File: config.mk
export PLATFORM = sky130hd
export DESIGN_NAME = ysyx_25020047_lsu_flat
export DESIGN_NICKNAME = d
export VERILOG_FILES = /design/src/rtl/ysyx_25020047_lsu_if.sv /design/src/rtl/ysyx_25020047_lsu.sv /design/src/flat_wrapper.sv
export SDC_FILE = /design/constraint.sdc
export NUM_CORES = 1
export LEC_CHECK = 0
export CORE_AREA = 10 10 128 130
export DETAILED_ROUTE_END_ITERATION = 10
export DIE_AREA = 0 0 138 140
export GPL_TIMING_DRIVEN = 0
export PLACE_DENSITY = 0.91
export SETUP_SLACK_MARGIN = 0.3
export SYNTH_ARGS = -nofsm -noshare
export SYNTH_HDL_FRONTEND = slang
export SYNTH_SLANG_ARGS = --single-unit
File: constraint.sdc
create_clock -name clk -period 2.1 [get_ports clk]
set_input_delay 0.42 -clock clk [delete_from_list [all_inputs] [get_ports clk]]
set_output_delay 0.42 -clock clk [all_outputs]
set_load 0.05 [all_outputs]
File: src/rtl/ysyx_25020047_lsu_if.sv
// Data-memory bus between the LSU (master) and the data memory (slave).
// Single outstanding, word-wide request/response channel.
interface ysyx_25020047_lsu_if;
  logic        mem_req_valid;
  logic        mem_req_ready;
  logic        mem_we;
  logic [31:0] mem_addr;
  logic [31:0] mem_wdata;
  logic [3:0]  mem_wstrb;
  logic        mem_resp_valid;
  logic [31:0] mem_resp_data;
  logic        mem_resp_err;

  modport master (
    output mem_req_valid, mem_we, mem_addr, mem_wdata, mem_wstrb,
    input  mem_req_ready, mem_resp_valid, mem_resp_data, mem_resp_err
  );

  modport slave (
    input  mem_req_valid, mem_we, mem_addr, mem_wdata, mem_wstrb,
    output mem_req_ready, mem_resp_valid, mem_resp_data, mem_resp_err
  );
endinterface

File: src/rtl/ysyx_25020047_lsu.sv
// Load/store unit: takes one EXU memory request at a time, runs it on the
// data-memory bus, and hands one completion (data + error code) to writeback.
//
// state  | meaning
// -------+--------------------------------------------------------------
// S_IDLE | ready for a request; decodes and either issues or completes
// S_REQ  | bus request presented, mem_* held until mem_req_ready
// S_RESP | waiting for the response, down-counting the timeout
// S_DONE | completion presented, rdata/err_code held until out_ready
module ysyx_25020047_lsu #(
  parameter logic [15:0] TIMEOUT = 16'd1000
) (
  input  logic        clk,
  input  logic        rst,
  input  logic        in_valid,
  output logic        in_ready,
  input  logic        read,
  input  logic        write,
  input  logic [31:0] addr,
  input  logic [31:0] wdata,
  input  logic [2:0]  funct3,
  output logic        out_valid,
  input  logic        out_ready,
  output logic [31:0] rdata,
  output logic [1:0]  err_code,
  ysyx_25020047_lsu_if.master mem
);

  typedef enum logic [1:0] {S_IDLE, S_REQ, S_RESP, S_DONE} state_t;

  localparam logic [1:0] ERR_OK      = 2'b00;
  localparam logic [1:0] ERR_ILLEGAL = 2'b01;
  localparam logic [1:0] ERR_BUS     = 2'b10;
  localparam logic [1:0] ERR_TIMEOUT = 2'b11;

  state_t      state, state_nxt;
  logic [15:0] timer;
  logic        lat_read;
  logic [1:0]  lat_off;
  logic [2:0]  lat_f3;
  logic        mem_we_q;
  logic [31:0] mem_addr_q;
  logic [31:0] mem_wdata_q;
  logic [3:0]  mem_wstrb_q;

  logic        f3_ld_ok, f3_st_ok, misal, req_bad, req_nop, go_bus;
  logic [31:0] st_data;
  logic [3:0]  st_strb;
  logic [7:0]  ld_byte;
  logic [15:0] ld_half;
  logic [31:0] ld_result;
  logic        resp_hit, tmo_hit;

  // Request decode: legality, alignment and whether the bus is needed
  always_comb begin
    f3_ld_ok = (funct3 == 3'b000) || (funct3 == 3'b001) || (funct3 == 3'b010) ||
               (funct3 == 3'b100) || (funct3 == 3'b101);
    f3_st_ok = (funct3 == 3'b000) || (funct3 == 3'b001) || (funct3 == 3'b010);
    misal    = ((funct3[1:0] == 2'b01) && addr[0]) ||
               ((funct3[1:0] == 2'b10) && (addr[1:0] != 2'b00));
    req_nop  = !read && !write;
    req_bad  = (read && write) || (read && !f3_ld_ok) || (write && !f3_st_ok) ||
               (!req_nop && misal);
    go_bus   = !req_nop && !req_bad;
  end

  // Store lane replication and byte strobes
  always_comb begin
    st_data = wdata;
    st_strb = 4'b1111;
    case (funct3[1:0])
      2'b00: begin
        st_data = {4{wdata[7:0]}};
        st_strb = 4'b0001 << addr[1:0];
      end
      2'b01: begin
        st_data = {2{wdata[15:0]}};
        st_strb = 4'b0011 << addr[1:0];
      end
      default: begin
        st_data = wdata;
        st_strb = 4'b1111;
      end
    endcase
  end

  // Load lane extraction and sign/zero extension from the latched offset
  always_comb begin
    ld_byte = 8'd0;
    case (lat_off)
      2'd0:    ld_byte = mem.mem_resp_data[7:0];
      2'd1:    ld_byte = mem.mem_resp_data[15:8];
      2'd2:    ld_byte = mem.mem_resp_data[23:16];
      default: ld_byte = mem.mem_resp_data[31:24];
    endcase
    ld_half = lat_off[1] ? mem.mem_resp_data[31:16] : mem.mem_resp_data[15:0];
    case (lat_f3)
      3'b000:  ld_result = {{24{ld_byte[7]}}, ld_byte};
      3'b001:  ld_result = {{16{ld_half[15]}}, ld_half};
      3'b100:  ld_result = {24'd0, ld_byte};
      3'b101:  ld_result = {16'd0, ld_half};
      default: ld_result = mem.mem_resp_data;
    endcase
  end

  assign resp_hit = (state == S_RESP) && mem.mem_resp_valid;
  assign tmo_hit  = (state == S_RESP) && !mem.mem_resp_valid && (timer == 16'd0);

  // State register
  always_ff @(posedge clk) begin
    if (rst) state <= S_IDLE;
    else     state <= state_nxt;
  end

  // Next-state logic
  always_comb begin
    state_nxt = state;
    case (state)
      S_IDLE: if (in_valid)              state_nxt = go_bus ? S_REQ : S_DONE;
      S_REQ:  if (mem.mem_req_ready)     state_nxt = S_RESP;
      S_RESP: if (resp_hit || tmo_hit)   state_nxt = S_DONE;
      S_DONE: if (out_ready)             state_nxt = S_IDLE;
      default:                           state_nxt = S_IDLE;
    endcase
  end

  // Handshake outputs decoded from state
  always_comb begin
    in_ready          = (state == S_IDLE);
    out_valid         = (state == S_DONE);
    mem.mem_req_valid = (state == S_REQ);
    mem.mem_we        = mem_we_q;
    mem.mem_addr      = mem_addr_q;
    mem.mem_wdata     = mem_wdata_q;
    mem.mem_wstrb     = mem_wstrb_q;
  end

  // Request latches, bus registers, timeout down-counter and completion data
  always_ff @(posedge clk) begin
    if (rst) begin
      timer       <= 16'd0;
      lat_read    <= 1'b0;
      lat_off     <= 2'd0;
      lat_f3      <= 3'd0;
      mem_we_q    <= 1'b0;
      mem_addr_q  <= 32'd0;
      mem_wdata_q <= 32'd0;
      mem_wstrb_q <= 4'd0;
      rdata       <= 32'd0;
      err_code    <= ERR_OK;
    end else begin
      case (state)
        S_IDLE: begin
          if (in_valid) begin
            lat_read <= read;
            lat_off  <= addr[1:0];
            lat_f3   <= funct3;
            if (go_bus) begin
              mem_we_q    <= write;
              mem_addr_q  <= {addr[31:2], 2'b00};
              mem_wdata_q <= write ? st_data : 32'd0;
              mem_wstrb_q <= write ? st_strb : 4'b0000;
            end else begin
              rdata    <= 32'd0;
              err_code <= req_bad ? ERR_ILLEGAL : ERR_OK;
            end
          end
        end
        S_REQ: begin
          // A response seen during the handshake cycle is not legal and is dropped
          if (mem.mem_req_ready) timer <= TIMEOUT - 16'd1;
        end
        S_RESP: begin
          if (mem.mem_resp_valid) begin
            err_code <= mem.mem_resp_err ? ERR_BUS : ERR_OK;
            rdata    <= (mem.mem_resp_err || !lat_read) ? 32'd0 : ld_result;
          end else if (timer == 16'd0) begin
            err_code <= ERR_TIMEOUT;
            rdata    <= 32'd0;
          end else begin
            timer <= timer - 16'd1;
          end
        end
        default: ;
      endcase
    end
  end

endmodule
File: src/flat_wrapper.sv
// flat-port wrapper written by rule: the top's interface ports become plain ports
module ysyx_25020047_lsu_flat 
#(
  parameter logic [15:0] TIMEOUT = 16'd1000
)
  (clk, rst, in_valid, in_ready, read, write, addr, wdata, funct3, out_valid, out_ready, rdata, err_code, mem_mem_req_valid, mem_mem_we, mem_mem_addr, mem_mem_wdata, mem_mem_wstrb, mem_mem_req_ready, mem_mem_resp_valid, mem_mem_resp_data, mem_mem_resp_err);
  ysyx_25020047_lsu_if mem_i ();
  input  logic clk;
  input  logic rst;
  input  logic in_valid;
  output logic in_ready;
  input  logic read;
  input  logic write;
  input  logic [31:0] addr;
  input  logic [31:0] wdata;
  input  logic [2:0] funct3;
  output logic out_valid;
  input  logic out_ready;
  output logic [31:0] rdata;
  output logic [1:0] err_code;
  output wire logic [$bits(mem_i.mem_req_valid)-1:0] mem_mem_req_valid;
  output wire logic [$bits(mem_i.mem_we)-1:0] mem_mem_we;
  output wire logic [$bits(mem_i.mem_addr)-1:0] mem_mem_addr;
  output wire logic [$bits(mem_i.mem_wdata)-1:0] mem_mem_wdata;
  output wire logic [$bits(mem_i.mem_wstrb)-1:0] mem_mem_wstrb;
  input wire logic [$bits(mem_i.mem_req_ready)-1:0] mem_mem_req_ready;
  input wire logic [$bits(mem_i.mem_resp_valid)-1:0] mem_mem_resp_valid;
  input wire logic [$bits(mem_i.mem_resp_data)-1:0] mem_mem_resp_data;
  input wire logic [$bits(mem_i.mem_resp_err)-1:0] mem_mem_resp_err;
  assign mem_mem_req_valid = mem_i.mem_req_valid;
  assign mem_mem_we = mem_i.mem_we;
  assign mem_mem_addr = mem_i.mem_addr;
  assign mem_mem_wdata = mem_i.mem_wdata;
  assign mem_mem_wstrb = mem_i.mem_wstrb;
  assign mem_i.mem_req_ready = mem_mem_req_ready;
  assign mem_i.mem_resp_valid = mem_mem_resp_valid;
  assign mem_i.mem_resp_data = mem_mem_resp_data;
  assign mem_i.mem_resp_err = mem_mem_resp_err;
  ysyx_25020047_lsu #(.TIMEOUT(TIMEOUT)) u_core (.clk(clk), .rst(rst), .in_valid(in_valid), .in_ready(in_ready), .read(read), .write(write), .addr(addr), .wdata(wdata), .funct3(funct3), .out_valid(out_valid), .out_ready(out_ready), .rdata(rdata), .err_code(err_code), .mem(mem_i));
endmodule
# Word-level counts from Yosys, hierarchy flattened

Cells that the tools add are included.
W data, S select, Z words.

Flip-flop bits (word level): 125
Input port bits: 108
Output and inout bits: 106
Word-level logic and storage cells: 109

Add/subtract/negate cells: 1
Equal/unequal tests: 22
Shift operators: 2
Muxes and demuxes: 30
Reduce and logical (&&, ||, !) cells: 43

Operator list:

| cell                    | count |
|---|---|
| $mux W32                | 6 |
| $pmux W32 S2            | 2 |
| $pmux W32 S4            | 1 |
| $mux W16                | 4 |
| $pmux W16 S2            | 1 |
| $pmux W8 S3             | 1 |
| $mux W2                 | 10 |
| $logic_not A16 Y1       | 1 |
| $sub A16 B1 Y16 const B | 1 |
| $eq A3 B3 Y1 const B    | 4 |
| $reduce_and A4 Y1       | 3 |
| $logic_and A1 B1 Y1     | 11 |
| $logic_or A1 B1 Y1      | 10 |
| $ne A2 B2 Y1 const B    | 5 |
| $eq A2 B2 Y1 const B    | 4 |
| $logic_not A1 Y1        | 8 |
| $pmux W2 S4             | 1 |
| $pmux W4 S2             | 1 |
| $eq A2 B1 Y1 const B    | 3 |
| $eq A3 B1 Y1 const B    | 2 |
| $logic_not A2 Y1        | 3 |
| $logic_not A3 Y1        | 2 |
| $reduce_bool A2 Y1      | 3 |
| $mux W4                 | 1 |
| 9 further kinds         | 10 |

# Depth between registers and ports, before layout

Gate-level depths: netlist of run 1.

Depth in word-level cells: 15
Gate-level depth with buffers: 9
Gate-level depth less buffers: 7

# Least setup slack after synthesis of run 1

No wires, ideal clock.

Kind: register to register
From: reg u_core.state[1]
To: reg u_core.timer[14]
Library setup time: 0.071 ns
Data arrival time: 2.147 ns
Data required time: 2.029 ns
Slack: -0.118 ns
Stages on the path, launching flop included: 8
Path buffers: 0
Cell sequence: dfxtp_1 -> inv_1 -> ha_1 -> nor2_1 -> a2111oi_4 -> nand3_1 -> or3_1 -> a21oi_1

Cells in the longest elaborated chain, start to end: 3

RTL lines:

| item                                                                       | RTL line                 | RTL |
|---|---|---|
| from (decl)                                                                | ysyx_25020047_lsu.sv:36  | `state_t state, state_nxt;` |
| from (signal assigned)                                                     | ysyx_25020047_lsu.sv:112 | `else state <= state_nxt;` |
| $eq A2 B1 Y1 (*)                                                           | n/a                      |  |
| via mem_mem_req_valid                                                      | flat_wrapper.sv:21       | `output wire logic [$bits(mem_i.mem_req_valid)-1:0] mem_mem_req_valid;` |
| $ne A2 B1 Y1 (no source line) / $reduce_bool A2 Y1 (equally long branches) | n/a                      |  |
| $reduce_and A4 Y1 (no source line)                                         | n/a                      |  |
| to (signal assigned)                                                       | ysyx_25020047_lsu.sv:171 | `if (mem.mem_req_ready) timer <= TIMEOUT - 16'd1;` |
| to (signal assigned)                                                       | ysyx_25020047_lsu.sv:181 | `timer <= timer - 16'd1;` |
| to (decl)                                                                  | ysyx_25020047_lsu.sv:37  | `logic [15:0] timer;` |

Mark *: on every way through the listed nets, which the timed path passes. The rest lies on a longest branch.
A chain may end at the register's enable or synchronous reset.

# Final worst setup path of run 1

From: reg u_core.timer[0]
To: reg u_core.rdata[24]

Cells in the longest elaborated chain, start to end: 3

RTL lines:

| item                               | RTL line                 | RTL |
|---|---|---|
| $logic_not A16 Y1                  | ysyx_25020047_lsu.sv:177 | `end else if (timer == 16'd0) begin` |
| $ne A3 B3 Y1 (no source line)      | n/a                      |  |
| $reduce_and A4 Y1 (no source line) | n/a                      |  |
| to (signal assigned)               | ysyx_25020047_lsu.sv:176 | `rdata <= (mem.mem_resp_err \|\| !lat_read) ? 32'd0 : ld_result;` |
| to (decl)                          | ysyx_25020047_lsu.sv:24  | `output logic [31:0] rdata,` |

No other way between the ends.

==> key figures, run 1 <==
STA
  – Fin worst setup slack: 0.143 ns
  – Final Hold Fails: 0
  – Max Clk Rate: 511 MHz
  – Final Cycle Share: 0.932
  – Worst Skew: a little over 0.008 ns
  – Worst-Margin Slew: roughly 0.7 ns
  – Slew HR: 0.525
  – Max Slew Vio Count: 0
  – Min Tclk post-route: slightly below 2 ns
  – Setup violations, final: 0
  – RSZ-0062 raised after global routing: yes
  – Worst hold margin: approximately 0.31 ns

Critical path
  – Max Fanout on Critical Path: 6
  – Worst EP required: 2.41 ns
  – Startpoint Class: flop
  – R2R Setup Slk: approximately 0.14 ns
  – Critical Path Sink Type: flop
  – Reg2Reg Depth: 8
  – Critical R2R Capture: u_core.rdata[24]
  – Crit path kind: reg2reg
  – R2R Path Start: u_core.timer[0]
  – Crit path DAT: 2.27 ns

Floorplan
  – Core area: around 14000 um^2
  – # IOs: approximately 210
  – Site Rows: 43
  – DIE HEIGHT: roughly 140 um
  – Die area: slightly below 20000 um^2
  – Initial Util: 0.455
  – Die width: ~140 um

Placement
  – GP Congestion: 0.924
  – DP HPWL: about 17 mm
  – Dpl ws: -0.937 ns
  – DP Cell Count: 1154
  – IO buf count: approximately 210
  – Post-place instance area: ~8700 um^2

Global routing
  – Number of global-route vias before repair: ~7000
  – All-Layer GR Usage: 0.235
  – GRT overflow: 0
  – Largest net degree at the start of global routing: 17
  – First-pass GRT wire length: 37.2 mm
  – Initial antenna violation count: 3

Logic synthesis
  – Synth top area cells: dfxtp_1 (40%), nand2_1 (10%), a21oi_1 (8.1%), mux2i_1 (4.5%), mux2_2 (3.8%)
  – Number of flops mapped to enable cells by yosys: 0
  – Cell with the most instances after synthesis: nand2_1
  – Seq cells post-synth: between 100 and 150
  – Yosys top cell area share: 0.399
  – Syn Inst Count: 766
  – Unique masters post-synth: 57
  – FFs w/ async S/R, synth: 0
  – Post-synth top flop: dfxtp_1
  – Netlist Area Pre-Place: between 6000 and 7000 um^2
  – Sequential fraction of the synthesis area: 0.399
  – Synth area leader: dfxtp_1
  – Avg Inst Size Synth: between 8 and 9 um^2
  – Synth cell count leaders: nand2_1 (168), dfxtp_1 (125), a21oi_1 (101)
  – Synth warn: 0

Final layout
  – Final core occ: 0.710
  – Layout cells sized above 1: 0.181
  – Fin cells: between 1000 and 1500
  – Area Overhead vs Synth: 56.0%
  – Final nets: 1138
  – Fin area: around 9800 um^2

Clock tree
  – Register clock-pin slew on the reported worst setup and hold paths: around 0.06 ns
  – CTS Hold Bufs: 0
  – Clock Latency Late Sink: approximately 0.42 ns
  – H-tree depth: 4
  – Clk root buf: clkbuf_16
  – CTS sink cnt: ~130
  – CTS tree: built
  – Total CTS buffers: 17
  – Max Root-Sink Buffers: 2

Power
  – Pwr per Cell Area: around 1100 nW/um^2
  – Cell leakage power: approximately 0.0043 uW
  – VDD IR max: roughly 0.00073 V

Detailed routing
  – Via-per-instance ratio: ~5.7
  – Drt drc: 0
  – Final wirelength: ~25 mm
  – Vias: about 6900
  – Wirelength per Cell: 20.1 um
  – Antenna-violating nets left: 0
  – DR pass1 iterations: 5
  – Starting DRT DRC Count: 657

Worst hold path
  – Hold_sp: funct3[2]
  – WHS Endpoint: u_core.lat_f3[2]
  – Hold path cells: 3
  – Min-Delay Path Class: in2reg

Run
  – # Max-Cap Violations: 0

Outcome
  – Run status: finished clean
-- flip-flops by register name, indices dropped and copies added, names as in the netlist --
name / cells
u_core.state: 2
u_core.lat_f3: 3
u_core.mem.mem_wstrb: 4
u_core.mem.mem_wdata: 32
u_core.err_code: 2
u_core.mem.mem_addr: 30
u_core.lat_read: 1
u_core.rdata: 32
u_core.lat_off: 2
u_core.mem.mem_we: 1
u_core.timer: 16
-- routing by layer --
metal  vias to the layer above  share of wire  GRT usage  routed length (um)
met5                         -              0          0                   0
met1                      3233           0.37      0.253                8980
li1                       3175              -          -                   -
met4                         0          0.032     0.0905                 789
met3                        70           0.12      0.101                2820
met2                       446           0.49      0.401               11900
-- where the power goes --
part / internal (uW) / total (uW) / switching (uW)
combinational: 2280 / 5020 / 2740
clock: 1960 / 3070 / 1110
sequential: 2640 / 2950 / 312
-- metrics by stage --
stage | power (uW) | TNS [ns]
6_report | 11000 | 0
5_1_grt | 11500 | 0
4_1_cts | 10400 | 0
3_5_place_dp | 6540 | -78.00
3_3_place_gp | 6460 | -75.22
2_1_floorplan | 5570 | 0
-- layout make-up --
class,count,area (um^2)
multi-input cells,545,3550
inverters,36,140
clock buffers,22,474
plain buffers,61,455
flip-flops and latches,125,2510
clock inverters,10,138
diodes,3,7.51
well taps,180,225
fillers,1079,4000
repair buffers,238,2270
-- cells in the final DEF, fill, tap and decap left out, types with 11 or more instances in the layout --
cell type	synthesis	layout
nand2_1	168	166
dfxtp_1	125	120
dlygate4sd2_1	0	102
clkdlybuf4s50_1	0	99
a21oi_1	101	97
nand3_1	38	37
inv_1	35	31
mux2i_1	28	27
buf_4	4	24
nor2_1	23	21
mux2_2	21	21
buf_6	6	20
nor2b_1	21	20
clkbuf_1	35	18
clkbuf_16	0	18
o21ai_0	14	13
mux2_4	12	12
a31oi_1	11	11
-- worst max path at each step --
stage                    start                       end  cells after the start
5_1_grt        u_core.timer[1]          u_core.rdata[22]                      8
2_1_floorplan  u_core.state[1]          u_core.timer[11]                      7
3_3_place_gp               rst  u_core.mem.mem_wdata[12]                      6
4_1_cts        u_core.timer[1]          u_core.rdata[28]                      8
3_5_place_dp               rst  u_core.mem.mem_wdata[10]                      6
6_report       u_core.timer[0]          u_core.rdata[24]                      8
-- critical path: stages (launching register included) --
cell and delay (ns):
dfxtp_2 0.33, inv_2 0.08, ha_4 0.14, nor4b_4 0.21, nand4_2 0.19, a22oi_2 0.25
nand2_4 0.18, buf_12 0.19, mux2_4 0.29
-- kinds of logic after synthesis --
kind of cell	after synthesis	synth area share
and+or+nand+nor	296	0.221
muxes	62	0.115
other	1	0.000598
xor gates and xnor gates	12	0.0168
DFF	125	0.399
adders and majority gates	6	0.0120
buffers and inverters	97	0.0701
AOI/OAI and AO/OA	167	0.166
-- repair_timing --
| item | 4_1_cts | 5_1_grt |
|---|---|---|
| setup endpoints to repair | 228 | 125 |
| gates cloned | 2 | 1 |
| resized for setup | 185 | 59 |
| pin swaps | 22 | 28 |
| setup buffers | 23 | 5 |
| endpoints found under the hold margin | 0 | 0 |
(Power assumes the default switching activity.)
==> run 2, diff against run 1 <==
--- a/config.mk
+++ b/config.mk
@@ -11,6 +11,7 @@
 export GPL_TIMING_DRIVEN = 0
 export PLACE_DENSITY = 0.91
 export SETUP_SLACK_MARGIN = 0.3
+export SKIP_CTS_REPAIR_TIMING = 1
 export SYNTH_ARGS = -nofsm -noshare
 export SYNTH_HDL_FRONTEND = slang
 export SYNTH_SLANG_ARGS = --single-unit
==> run 2 against run 1 <==
Against the previous run: design area up 3.3%; total power rose by 0.60%; non-clock buffer count up 1; routed wire length is 3.7% higher; fmax decreased by 3.6%; register-to-register slack worse by 0.07 ns; critical path type unchanged; largest power group unchanged.
==> key figures, run 2 (synthesis gave the netlist of run 1 again) <==
Clock tree
  – H-tree depth: 4
  – CTS tree: built
  – Max Root-Sink Buffers: 2
  – Clock Latency Late Sink: roughly 0.43 ns
  – Clk root buf: clkbuf_16
  – Register clock-pin slew on the reported worst setup and hold paths: 0.06 ns
  – CTS sink cnt: 125
  – Total CTS buffers: 17

STA
  – Max Slew Vio Count: 0
  – Min Tclk post-route: slightly above 2 ns
  – Worst-Margin Slew: 0.732 ns
  – Slew HR: 0.510
  – Setup violations, final: 0
  – Final Cycle Share: 0.967
  – Max Clk Rate: 493 MHz
  – Worst Skew: 0.00805 ns
  – Worst hold margin: around 0.33 ns
  – Final Hold Fails: 0
  – RSZ-0062 raised after global routing: yes

Floorplan
  – Initial Util: 0.455
  – Die area: about 19000 um^2
  – DIE HEIGHT: between 100 and 150 um
  – Die width: between 100 and 150 um
  – # IOs: ~210
  – Site Rows: 43
  – Core area: about 14000 um^2

Power
  – Cell leakage power: approximately 0.0057 uW
  – Pwr per Cell Area: between 1000 and 1500 nW/um^2
  – VDD IR max: between 0.0007 and 0.0008 V

Global routing
  – Largest net degree at the start of global routing: 17
  – Number of global-route vias before repair: 6473
  – Initial antenna violation count: 3
  – All-Layer GR Usage: 0.222
  – GRT overflow: 0
  – First-pass GRT wire length: roughly 35 mm

Critical path
  – Startpoint Class: flop
  – Max Fanout on Critical Path: 4
  – Crit path kind: reg2reg
  – Crit path DAT: roughly 2.4 ns
  – Critical Path Sink Type: flop
  – Worst EP required: between 2 and 2.5 ns

Final layout
  – Final core occ: 0.733
  – Area Overhead vs Synth: 61.1%
  – Final nets: 1139
  – Most common cell after layout, fill and taps aside: nand2_1
  – Most frequent cells in the layout: nand2_1 (166), dfxtp_1 (120), dlymetal6s2s_1 (105), clkdlybuf4s50_1 (99), a21oi_1 (98)
  – Layout cells sized above 1: 0.180

Outcome
  – Run status: finished clean

Detailed routing
  – Via-per-instance ratio: between 5 and 6
  – Final wirelength: around 25 mm
  – DR pass1 iterations: 6
  – Vias: 6947
  – Drt drc: 0
  – Antenna-violating nets left: 0
  – Starting DRT DRC Count: about 720
  – Wirelength per Cell: roughly 21 um

Run
  – # Max-Cap Violations: 0

Placement
  – IO buf count: around 210
  – GP Congestion: 0.924
  – DP HPWL: about 17 mm

Worst hold path
  – Min-Delay Path Class: in2reg
## run 2: final timing paths
| kind | start | end | slack (ns) | cells after the start |
|---|---|---|---|---|
| worst min-delay path | funct3[2] | u_core.lat_f3[2] | 0.33 | 3 |
| worst min register to register | u_core.mem.mem_wdata[9] | u_core.mem.mem_wdata[9] | 0.45 | 2 |
| worst max-delay path | u_core.state[0] | u_core.timer[7] | 0.07 | 7 |
| worst max register to register | u_core.state[0] | u_core.timer[7] | 0.07 | 7 |
## run 2: cell type report
class	instances	area (um^2)
inverters	36	138
plain buffers	61	417
diodes	3	7.51
multi-input cells	545	3570
clock inverters	10	138
clock buffers	22	474
repair buffers	239	2620
flip-flops and latches	125	2510
well taps	180	225
fillers	959	3670
## run 2: critical path, stage by stage, from the launching register on
cell and delay, ns:
dfxtp_4 0.36, buf_6 0.12, ha_4 0.16, nor2b_4 0.15, a2111oi_4 0.45, nand3_2 0.17, or3_1 0.35, a31oi_1 0.20
## run 2: through the flow
stage	cells	total power, uW	setup TNS (ns)	cell area (um^2)	setup WS, ns
after floorplan	767	5570	0	6350	0.244
after global placement	1154	6460	-75.22	8650	-0.892
after detailed placement	1154	6540	-78.00	8650	-0.937
after CTS	1186	9620	-32.69	9260	-0.511
after global routing	1219	11500	-0.112	10100	-0.0181
final	1221	11100	0	10100	0.0699
## run 2: power by group
| part | switching, uW | leakage, uW | internal (uW) | total, uW |
|---|---|---|---|---|
| Sequential | 318 | 0.00101 | 2640 | 2960 |
| Clock | 1120 | 0.000296 | 1960 | 3080 |
| Combinational | 2760 | 0.00438 | 2300 | 5060 |
| Total | 4200 | 0.00569 | 6900 | 11100 |
## run 2: layer usage
metal | track usage | share of wire | up-vias
met3 | 0.100 | 0.12 | 79
met5 | 0 | 0 | -
met1 | 0.244 | 0.36 | 3286
li1 | - | - | 3170
met4 | 0.0705 | 0.031 | 0
met2 | 0.377 | 0.49 | 412
==> run 3, diff against run 2 <==
--- a/config.mk
+++ b/config.mk
@@ -5,6 +5,7 @@
 export SDC_FILE = /design/constraint.sdc
 export NUM_CORES = 1
 export LEC_CHECK = 0
+export ABC_CLOCK_PERIOD_IN_PS = 2100
 export CORE_AREA = 10 10 128 130
 export DETAILED_ROUTE_END_ITERATION = 10
 export DIE_AREA = 0 0 138 140
==> results of run 3 <==
Final layout, timing and power as in run 2 (identical DEF).
